===== src/rtl/prover_compute_v_ctrl_if.sv =====
// ---------------------------------------------------------------------------
// prover_compute_v_ctrl_if
//   Groups the challenge handshake (tau_in / tau_valid / tau_ready) and the
//   V shift-register bank control/status signals used by the controller.
//
//   master : controller side (drives tau_ready and the sr_* controls)
//   slave  : environment side (round scheduler + srbank)
//
//   Signals
//     tau_in          challenge for the current round, reduced mod q
//     tau_valid       tau_in valid
//     tau_ready       controller accepts tau_in this cycle
//     sr_en           bank en
//     sr_restart      bank restart
//     sr_tau          bank tau (registered)
//     sr_m_tau_p1     bank m_tau_p1 = (1 - tau) mod q (registered)
//     sr_ready_pulse  bank ready_pulse
//     sr_final_ready  bank final_ready
//     sr_final_out    bank final_out
// ---------------------------------------------------------------------------
interface prover_compute_v_ctrl_if #(
    parameter int unsigned F_NBITS = 61
) ();
    logic [F_NBITS-1:0] tau_in;
    logic               tau_valid;
    logic               tau_ready;
    logic               sr_en;
    logic               sr_restart;
    logic [F_NBITS-1:0] sr_tau;
    logic [F_NBITS-1:0] sr_m_tau_p1;
    logic               sr_ready_pulse;
    logic               sr_final_ready;
    logic [F_NBITS-1:0] sr_final_out;

    modport master (
        input  tau_in, tau_valid, sr_ready_pulse, sr_final_ready, sr_final_out,
        output tau_ready, sr_en, sr_restart, sr_tau, sr_m_tau_p1
    );

    modport slave (
        output tau_in, tau_valid, sr_ready_pulse, sr_final_ready, sr_final_out,
        input  tau_ready, sr_en, sr_restart, sr_tau, sr_m_tau_p1
    );
endinterface


===== src/rtl/prover_compute_v_ctrl.sv =====
// ---------------------------------------------------------------------------
// prover_compute_v_ctrl
//   Sequencer for one V shift-register bank. Issues the restart that loads
//   the bank, accepts one challenge tau per round (nCopyBits rounds), drives
//   sr_tau / sr_m_tau_p1 = (1 - tau) mod q, pulses the bank en per round and
//   captures the fully reduced final value.
//
//   Optional feature macro: PROVER_V_CTRL_TIMEOUT_EN
//     Adds a 16-bit watchdog on the bank wait states and a sticky err output.
//
//   Ports
//     clk, rstb     clock, asynchronous active-low reset
//     start         request a new evaluation (honoured only when idle/done)
//     vif           challenge handshake + bank interface (master modport)
//     round         taus consumed in the current evaluation
//     busy          evaluation in progress
//     done          one-cycle pulse when result becomes valid
//     result        captured final value, held until the next start
//     err           (macro only) sticky watchdog timeout flag
// ---------------------------------------------------------------------------
module prover_compute_v_ctrl #(
    parameter int unsigned        nCopyBits = 2,
    parameter int unsigned        F_NBITS   = 61,
    parameter logic [F_NBITS-1:0] Q         = '1,
    parameter int unsigned        nRndBits  = $clog2(nCopyBits + 1)
) (
    input  logic                 clk,
    input  logic                 rstb,
    input  logic                 start,
    prover_compute_v_ctrl_if.master vif,
    output logic [nRndBits-1:0]  round,
    output logic                 busy,
    output logic                 done,
    output logic [F_NBITS-1:0]   result
`ifdef PROVER_V_CTRL_TIMEOUT_EN
    ,
    output logic                 err
`endif
);

    generate
        if (nCopyBits < 2) begin : g_bad_ncopybits
            $error("prover_compute_v_ctrl: nCopyBits must be at least 2");
        end
    endgenerate

    localparam logic [nRndBits-1:0] LAST_RND = nRndBits'(nCopyBits);

    typedef enum logic [2:0] {
        S_IDLE,
        S_LOAD,
        S_WAIT_SR,
        S_WAIT_TAU,
        S_STEP,
        S_WAIT_FIN,
        S_DONE
    } state_t;

    state_t               state_q, state_d;
    logic [nRndBits-1:0]  round_q, round_d;
    logic [F_NBITS-1:0]   tau_q, tau_d;
    logic [F_NBITS-1:0]   mtp_q, mtp_d;
    logic [F_NBITS-1:0]   result_q, result_d;
    logic                 done_q, done_d;
    logic [F_NBITS-1:0]   mtp_w;

`ifdef PROVER_V_CTRL_TIMEOUT_EN
    logic [15:0]          wd_q, wd_d;
    logic                 err_q, err_d;
    logic                 wd_waiting;
    logic                 wd_expired;
`endif

    // (1 - tau) mod q. For 1 < tau < q the value is q + 1 - tau; computing it
    // directly at F_NBITS gives the same bits as the wider sum truncated.
    always_comb begin
        if (vif.tau_in == '0) begin
            mtp_w = F_NBITS'(1);
        end else if (vif.tau_in == F_NBITS'(1)) begin
            mtp_w = '0;
        end else begin
            mtp_w = Q - vif.tau_in + F_NBITS'(1);
        end
    end

`ifdef PROVER_V_CTRL_TIMEOUT_EN
    assign wd_waiting = (state_q == S_WAIT_SR) || (state_q == S_WAIT_FIN);
    assign wd_expired = wd_waiting && (wd_q == 16'hFFFF);
`endif

    always_comb begin
        state_d        = state_q;
        round_d        = round_q;
        tau_d          = tau_q;
        mtp_d          = mtp_q;
        result_d       = result_q;
        done_d         = 1'b0;
        vif.sr_en      = 1'b0;
        vif.sr_restart = 1'b0;
        vif.tau_ready  = 1'b0;
`ifdef PROVER_V_CTRL_TIMEOUT_EN
        err_d          = err_q;
`endif

        case (state_q)
            S_IDLE, S_DONE: begin
                // start has priority over any stray bank pulse here
                if (start) begin
                    state_d  = S_LOAD;
                    result_d = '0;
`ifdef PROVER_V_CTRL_TIMEOUT_EN
                    err_d    = 1'b0;
`endif
                end
            end
            S_LOAD: begin
                vif.sr_en      = 1'b1;
                vif.sr_restart = 1'b1;
                round_d        = '0;
                state_d        = S_WAIT_SR;
            end
            S_WAIT_SR: begin
                if (vif.sr_ready_pulse) begin
                    state_d = (round_q == LAST_RND) ? S_WAIT_FIN : S_WAIT_TAU;
                end
            end
            S_WAIT_TAU: begin
                vif.tau_ready = 1'b1;
                if (vif.tau_valid) begin
                    tau_d   = vif.tau_in;
                    mtp_d   = mtp_w;
                    state_d = S_STEP;
                end
            end
            S_STEP: begin
                vif.sr_en = 1'b1;
                round_d   = round_q + nRndBits'(1);
                state_d   = S_WAIT_SR;
            end
            S_WAIT_FIN: begin
                if (vif.sr_final_ready) begin
                    result_d = vif.sr_final_out;
                    done_d   = 1'b1;
                    state_d  = S_DONE;
                end
            end
            default: state_d = S_IDLE;
        endcase

`ifdef PROVER_V_CTRL_TIMEOUT_EN
        if (wd_expired) begin
            state_d  = S_IDLE;
            err_d    = 1'b1;
            done_d   = 1'b0;
            result_d = result_q;
        end
        wd_d = (state_d != state_q) ? '0 : (wd_waiting ? wd_q + 16'd1 : wd_q);
`endif
    end

    always_ff @(posedge clk or negedge rstb) begin
        if (!rstb) begin
            state_q  <= S_IDLE;
            round_q  <= '0;
            tau_q    <= '0;
            mtp_q    <= '0;
            result_q <= '0;
            done_q   <= 1'b0;
        end else begin
            state_q  <= state_d;
            round_q  <= round_d;
            tau_q    <= tau_d;
            mtp_q    <= mtp_d;
            result_q <= result_d;
            done_q   <= done_d;
        end
    end

`ifdef PROVER_V_CTRL_TIMEOUT_EN
    always_ff @(posedge clk or negedge rstb) begin
        if (!rstb) begin
            wd_q  <= '0;
            err_q <= 1'b0;
        end else begin
            wd_q  <= wd_d;
            err_q <= err_d;
        end
    end

    assign err = err_q;
`endif

    assign vif.sr_tau      = tau_q;
    assign vif.sr_m_tau_p1 = mtp_q;
    assign round           = round_q;
    assign done            = done_q;
    assign result          = result_q;
    // done coincides with the first DONE cycle, so busy is already low then
    assign busy = (state_q == S_LOAD)     || (state_q == S_WAIT_SR) ||
                  (state_q == S_WAIT_TAU) || (state_q == S_STEP)    ||
                  (state_q == S_WAIT_FIN);

endmodule


===== src/flat_wrapper.sv =====
// flat-port wrapper written by rule: the top's interface ports become plain ports
module prover_compute_v_ctrl_flat 
#(
    parameter int unsigned        nCopyBits = 2,
    parameter int unsigned        F_NBITS   = 61,
    parameter logic [F_NBITS-1:0] Q         = '1,
    parameter int unsigned        nRndBits  = $clog2(nCopyBits + 1)
)
  (clk, rstb, start, round, busy, done, result, vif_tau_in, vif_tau_valid, vif_sr_ready_pulse, vif_sr_final_ready, vif_sr_final_out, vif_tau_ready, vif_sr_en, vif_sr_restart, vif_sr_tau, vif_sr_m_tau_p1);
  prover_compute_v_ctrl_if #(.F_NBITS(F_NBITS)) vif_i ();
  input  logic clk;
  input  logic rstb;
  input  logic start;
  output logic [nRndBits-1:0] round;
  output logic busy;
  output logic done;
  output logic [F_NBITS-1:0] result;
  input wire logic [$bits(vif_i.tau_in)-1:0] vif_tau_in;
  input wire logic [$bits(vif_i.tau_valid)-1:0] vif_tau_valid;
  input wire logic [$bits(vif_i.sr_ready_pulse)-1:0] vif_sr_ready_pulse;
  input wire logic [$bits(vif_i.sr_final_ready)-1:0] vif_sr_final_ready;
  input wire logic [$bits(vif_i.sr_final_out)-1:0] vif_sr_final_out;
  output wire logic [$bits(vif_i.tau_ready)-1:0] vif_tau_ready;
  output wire logic [$bits(vif_i.sr_en)-1:0] vif_sr_en;
  output wire logic [$bits(vif_i.sr_restart)-1:0] vif_sr_restart;
  output wire logic [$bits(vif_i.sr_tau)-1:0] vif_sr_tau;
  output wire logic [$bits(vif_i.sr_m_tau_p1)-1:0] vif_sr_m_tau_p1;
  assign vif_i.tau_in = vif_tau_in;
  assign vif_i.tau_valid = vif_tau_valid;
  assign vif_i.sr_ready_pulse = vif_sr_ready_pulse;
  assign vif_i.sr_final_ready = vif_sr_final_ready;
  assign vif_i.sr_final_out = vif_sr_final_out;
  assign vif_tau_ready = vif_i.tau_ready;
  assign vif_sr_en = vif_i.sr_en;
  assign vif_sr_restart = vif_i.sr_restart;
  assign vif_sr_tau = vif_i.sr_tau;
  assign vif_sr_m_tau_p1 = vif_i.sr_m_tau_p1;
  prover_compute_v_ctrl #(.nCopyBits(nCopyBits), .F_NBITS(F_NBITS), .Q(Q), .nRndBits(nRndBits)) u_core (.clk(clk), .rstb(rstb), .start(start), .vif(vif_i), .round(round), .busy(busy), .done(done), .result(result));
endmodule

===== config.mk =====
export PLATFORM = sky130hd
export DESIGN_NAME = prover_compute_v_ctrl_flat
export DESIGN_NICKNAME = d
export VERILOG_FILES = /design/src/rtl/prover_compute_v_ctrl_if.sv /design/src/rtl/prover_compute_v_ctrl.sv /design/src/flat_wrapper.sv
export SDC_FILE = /design/constraint.sdc
export NUM_CORES = 1
export LEC_CHECK = 0
export BUFFER_PORTS_ARGS = -buffer_cell sky130_fd_sc_hd__buf_2
export CELL_PAD_IN_SITES_DETAIL_PLACEMENT = 0
export CELL_PAD_IN_SITES_GLOBAL_PLACEMENT = 2
export CORE_AREA = 2 2 153 193
export DETAILED_ROUTE_END_ITERATION = 8
export DIE_AREA = 0 0 155 195
export PLACE_DENSITY = 0.9
export RECOVER_POWER = 100
export SLEW_MARGIN = 10
export SYNTH_ARGS = -nofsm -noshare
export SYNTH_HDL_FRONTEND = slang
export SYNTH_SLANG_ARGS = --single-unit

===== constraint.sdc =====
create_clock -name clk -period 5.3 [get_ports clk]
set_clock_uncertainty 0.1 [all_clocks]
set_input_delay 0 -clock clk [delete_from_list [all_inputs] [get_ports clk]]
set_output_delay 0 -clock clk [all_outputs]
set_load 0.005 [all_outputs]

==> reports/results.txt <==
Outcome: complete, but fails checks
Failing checks: capacitance limit, slew limit
Max_cap viols: 3
Largest cells by area after synthesis: dfrtp_1, nand2_1, o21ai_0
Reg2Reg Setup Slack: 1.42 ns
Die H: 195 µm
Switch share: 0.375
Initial antenna violation count: 0
Reg2reg start: u_core.state_q[2]
GR Overflow Total: 0
Hold crit path type: primary input to flop
Synth area leader: dfrtp_1
Critical Path End: u_core.vif.sr_m_tau_p1[52]
Gate Count Post-Synth: 962
Crit path capture type: flop
Post-DRT Antenna Nets: 0
Distinct cells, synth: 49
Total core area: 28200 µm²
Synth cell count leaders: nand2_1, dfrtp_1, o21ai_0
Final nets: 1502
Mean routed wirelength per cell: 17.1 µm
Synthesized cell area: 8690 µm²
Final Critical Period: 3.91 ns
Reg power frac: 0.427
First-pass GRT wire length: 46900 µm
Ys flop type: dfrtp_1
Clk pin slew, worst setup/hold paths: 0.07 ns
Launching element of the worst setup path: vif_tau_in[17]
Hold Slack: 0.181 ns
Type of origin of the critical path: primary input
Top-area cell type share of the netlist area: 0.544
Clock Sinks: 189
Lkg Pwr: 5.61 nW
Power Density: 439 nW/µm²
Total wire length: 29700 µm
Worst path cell trace: dlygate4sd3_1 > clkbuf_1 > nor4_1 > nand4b_1 > or4_1 > or3_1 > nor3_4 > buf_4 > o31ai_1
Clock Power Share: 0.233
Core Util, Final: 0.432
Initial DRC Count: 375
IO buf count: 317
Rows: 69
GP Congestion: 0.801
CP bufs+invs: 3
Initial Util: 0.308
Mapped Avg Cell Area: 9.04 µm²
Num CTS Buffers: 17
DR DRC count: 0
Ys async rst share: 1.00
Share of layout cells above drive strength 1: 0.169
CTS tree: done
Max Clock Freq: 0.256 GHz
Via count: 8338
Total area of multi-input combinational cells: 3700 µm²
Critical Path RT: 5.43 ns
Post-DR vias/cell: 4.80
Max clock buf depth: 2
Unrepaired setup endpoints after global routing: no
Filler cells: 2804
Net switching power: 2.00 mW
Root Buffer: clkbuf_16
Largest net degree at the start of global routing: 123
WP depth: 9
Most numerous cell in the Yosys netlist: nand2_1
RR Endpoint: u_core.vif.sr_m_tau_p1[52]
I/O pins: 318
# setup viols final: 0
Pwr Total: 5.34 mW
Slew Viols, Final: 269
N_diodes: 0
CP delay by family, top: simple AND/OR/NAND/NOR gates
Die Area: 30200 µm²
Arrival @ worst endpoint: 4.04 ns
Warnings from Yosys: 0
Max_slew headroom: -0.677
Cell Int Power: 3.34 mW
H-tree depth: 4
Setup CP Type: primary input to flop
DP HPWL: 20800 µm
Clock Latency Late Sink: 0.42 ns
Post_cts resized: 0
Seq/Total Area, Yosys: 0.544
# Post-CTS Setup Buffers: 0
Post-synth EDFFs: 0
Combinational Power Share: 0.340
Worst Tran Pin Value: 2.52 ns
Critical-path top delay cell: nor4_1
Global Route Usage Sum: 0.197
Crit-path max cell delay: 0.76 ns
Final TNS setup: 0 ns
Yosys reg bits: 189
Vias in the first global route: 8271
Peak VDD IR: 0.273 mV
Crit path max fanout: 24
Layout Cells excl Fill: 1737
Fin crit share: 0.738
Fin. Hold Viols: 0
First-pass DRT Iterations: 7
Reg2Reg Depth: 5
Hold-critical path depth: 5
Area delta synth->final: 40.1%
Die W: 155 µm
Syn nets: 1093
Placed cell count: 1582
Register area: 4730 µm²
Hold Buf Count CTS: 125
[state kept, by name (all words and copies together), names as in the netlist]
name,count
u_core.result,61
u_core.round,2
u_core.state_q,3
u_core.vif.sr_tau,61
u_core.vif.sr_m_tau_p1,61
u_core.done,1
[layout make-up]
| cell class | count | share of cell area |
|---|---|---|
| Tap cell | 355 | 0.0365 |
| Sequential cell | 189 | 0.388 |
| Inverter | 7 | 0.00216 |
| Clock buffer | 21 | 0.0378 |
| Timing Repair Buffer | 451 | 0.224 |
| Multi-Input combinational cell | 705 | 0.304 |
| Clock inverter | 9 | 0.00740 |
[placed cells by master (no fill, tap or decap), types with 2 or more instances in the layout]
cell | Yosys | layout
nand2_1 | 363 | 362
dfrtp_1 | 189 | 189
buf_2 | 4 | 182
clkbuf_1 | 50 | 137
dlygate4sd3_1 | 0 | 125
o21ai_0 | 71 | 70
o31ai_1 | 38 | 38
nor3_1 | 28 | 28
xor2_1 | 28 | 28
nor2_1 | 27 | 27
xnor2_1 | 27 | 27
a22o_1 | 21 | 21
nor4_1 | 16 | 17
clkbuf_16 | 0 | 17
or3_1 | 12 | 12
or4_1 | 9 | 9
a21oi_1 | 7 | 7
inv_1 | 7 | 7
nand3_1 | 6 | 6
buf_4 | 2 | 6
nand4_1 | 5 | 5
clkinvlp_4 | 0 | 5
or2_2 | 3 | 3
ha_1 | 3 | 3
clkbuf_2 | 0 | 3
or4_4 | 2 | 2
nand4b_1 | 2 | 2
and2_0 | 0 | 2
o41a_1 | 2 | 2
nor2b_1 | 2 | 2
and4b_1 | 2 | 2
nand2b_1 | 2 | 2
nor4_4 | 2 | 2
nand3b_1 | 2 | 2
and2_1 | 5 | 2
o41ai_1 | 2 | 2
o22ai_1 | 2 | 2
and3_1 | 2 | 2
clkbuf_8 | 0 | 2
[tightest hold or removal path, stage by stage]
cell,delay (ns)
buf_2,0.10
nor3_1,0.04
a31oi_1,0.15
o22ai_1,0.18
o31ai_1,0.21
[kinds of logic (layout without fill, tap and decap cells)]
logic type	Yosys count	count (layout)	share of synthesized area
AOI/OAI and AO/OA	148	148	0.110
xor gates and xnor gates	56	56	0.0573
adders and majority gates	3	3	0.00432
buffers and inverters	68	488	0.0325
DFF	189	189	0.544
muxes	1	1	0.00115
and+or+nand+nor	497	497	0.251
[metrics by stage]
step	instance area, µm²	setup slack (ns)
floorplan	8690	2.64
finish	12200	1.39
global placement	10600	1.93
CTS	12400	1.70
global route	12200	1.04
detailed placement	10600	1.82
[how the worst min path moves through the flow]
stage / slack [ns] / from / end
floorplan: -0.40 / rstb / u_core.done
global placement: 0.03 / rstb / u_core.result[32]
detailed placement: 0.03 / rstb / u_core.result[32]
CTS: 0.13 / rstb / u_core.result[32]
global route: 0.23 / start / u_core.state_q[1]
finish: 0.18 / start / u_core.state_q[1]
[power by group through the flow]
stage | clock [mW] | sequential, mW | combinational [mW]
2_1_floorplan | 0 | 2.30 | 0.899
3_3_place_gp | 0 | 2.27 | 1.87
3_5_place_dp | 0 | 2.28 | 1.89
4_1_cts | 1.29 | 2.27 | 1.96
5_1_grt | 1.35 | 2.35 | 2.07
6_report | 1.25 | 2.28 | 1.82
[routing by layer]
layer | share of wire | GRT usage | up-vias
met3 | 0.082 | 0.0579 | 25
li1 | - | - | 4039
met5 | 0 | 0 | -
met2 | 0.48 | 0.343 | 324
met1 | 0.42 | 0.239 | 3950
met4 | 0.014 | 0.0490 | 0
Power figures use the tool's default switching activity.
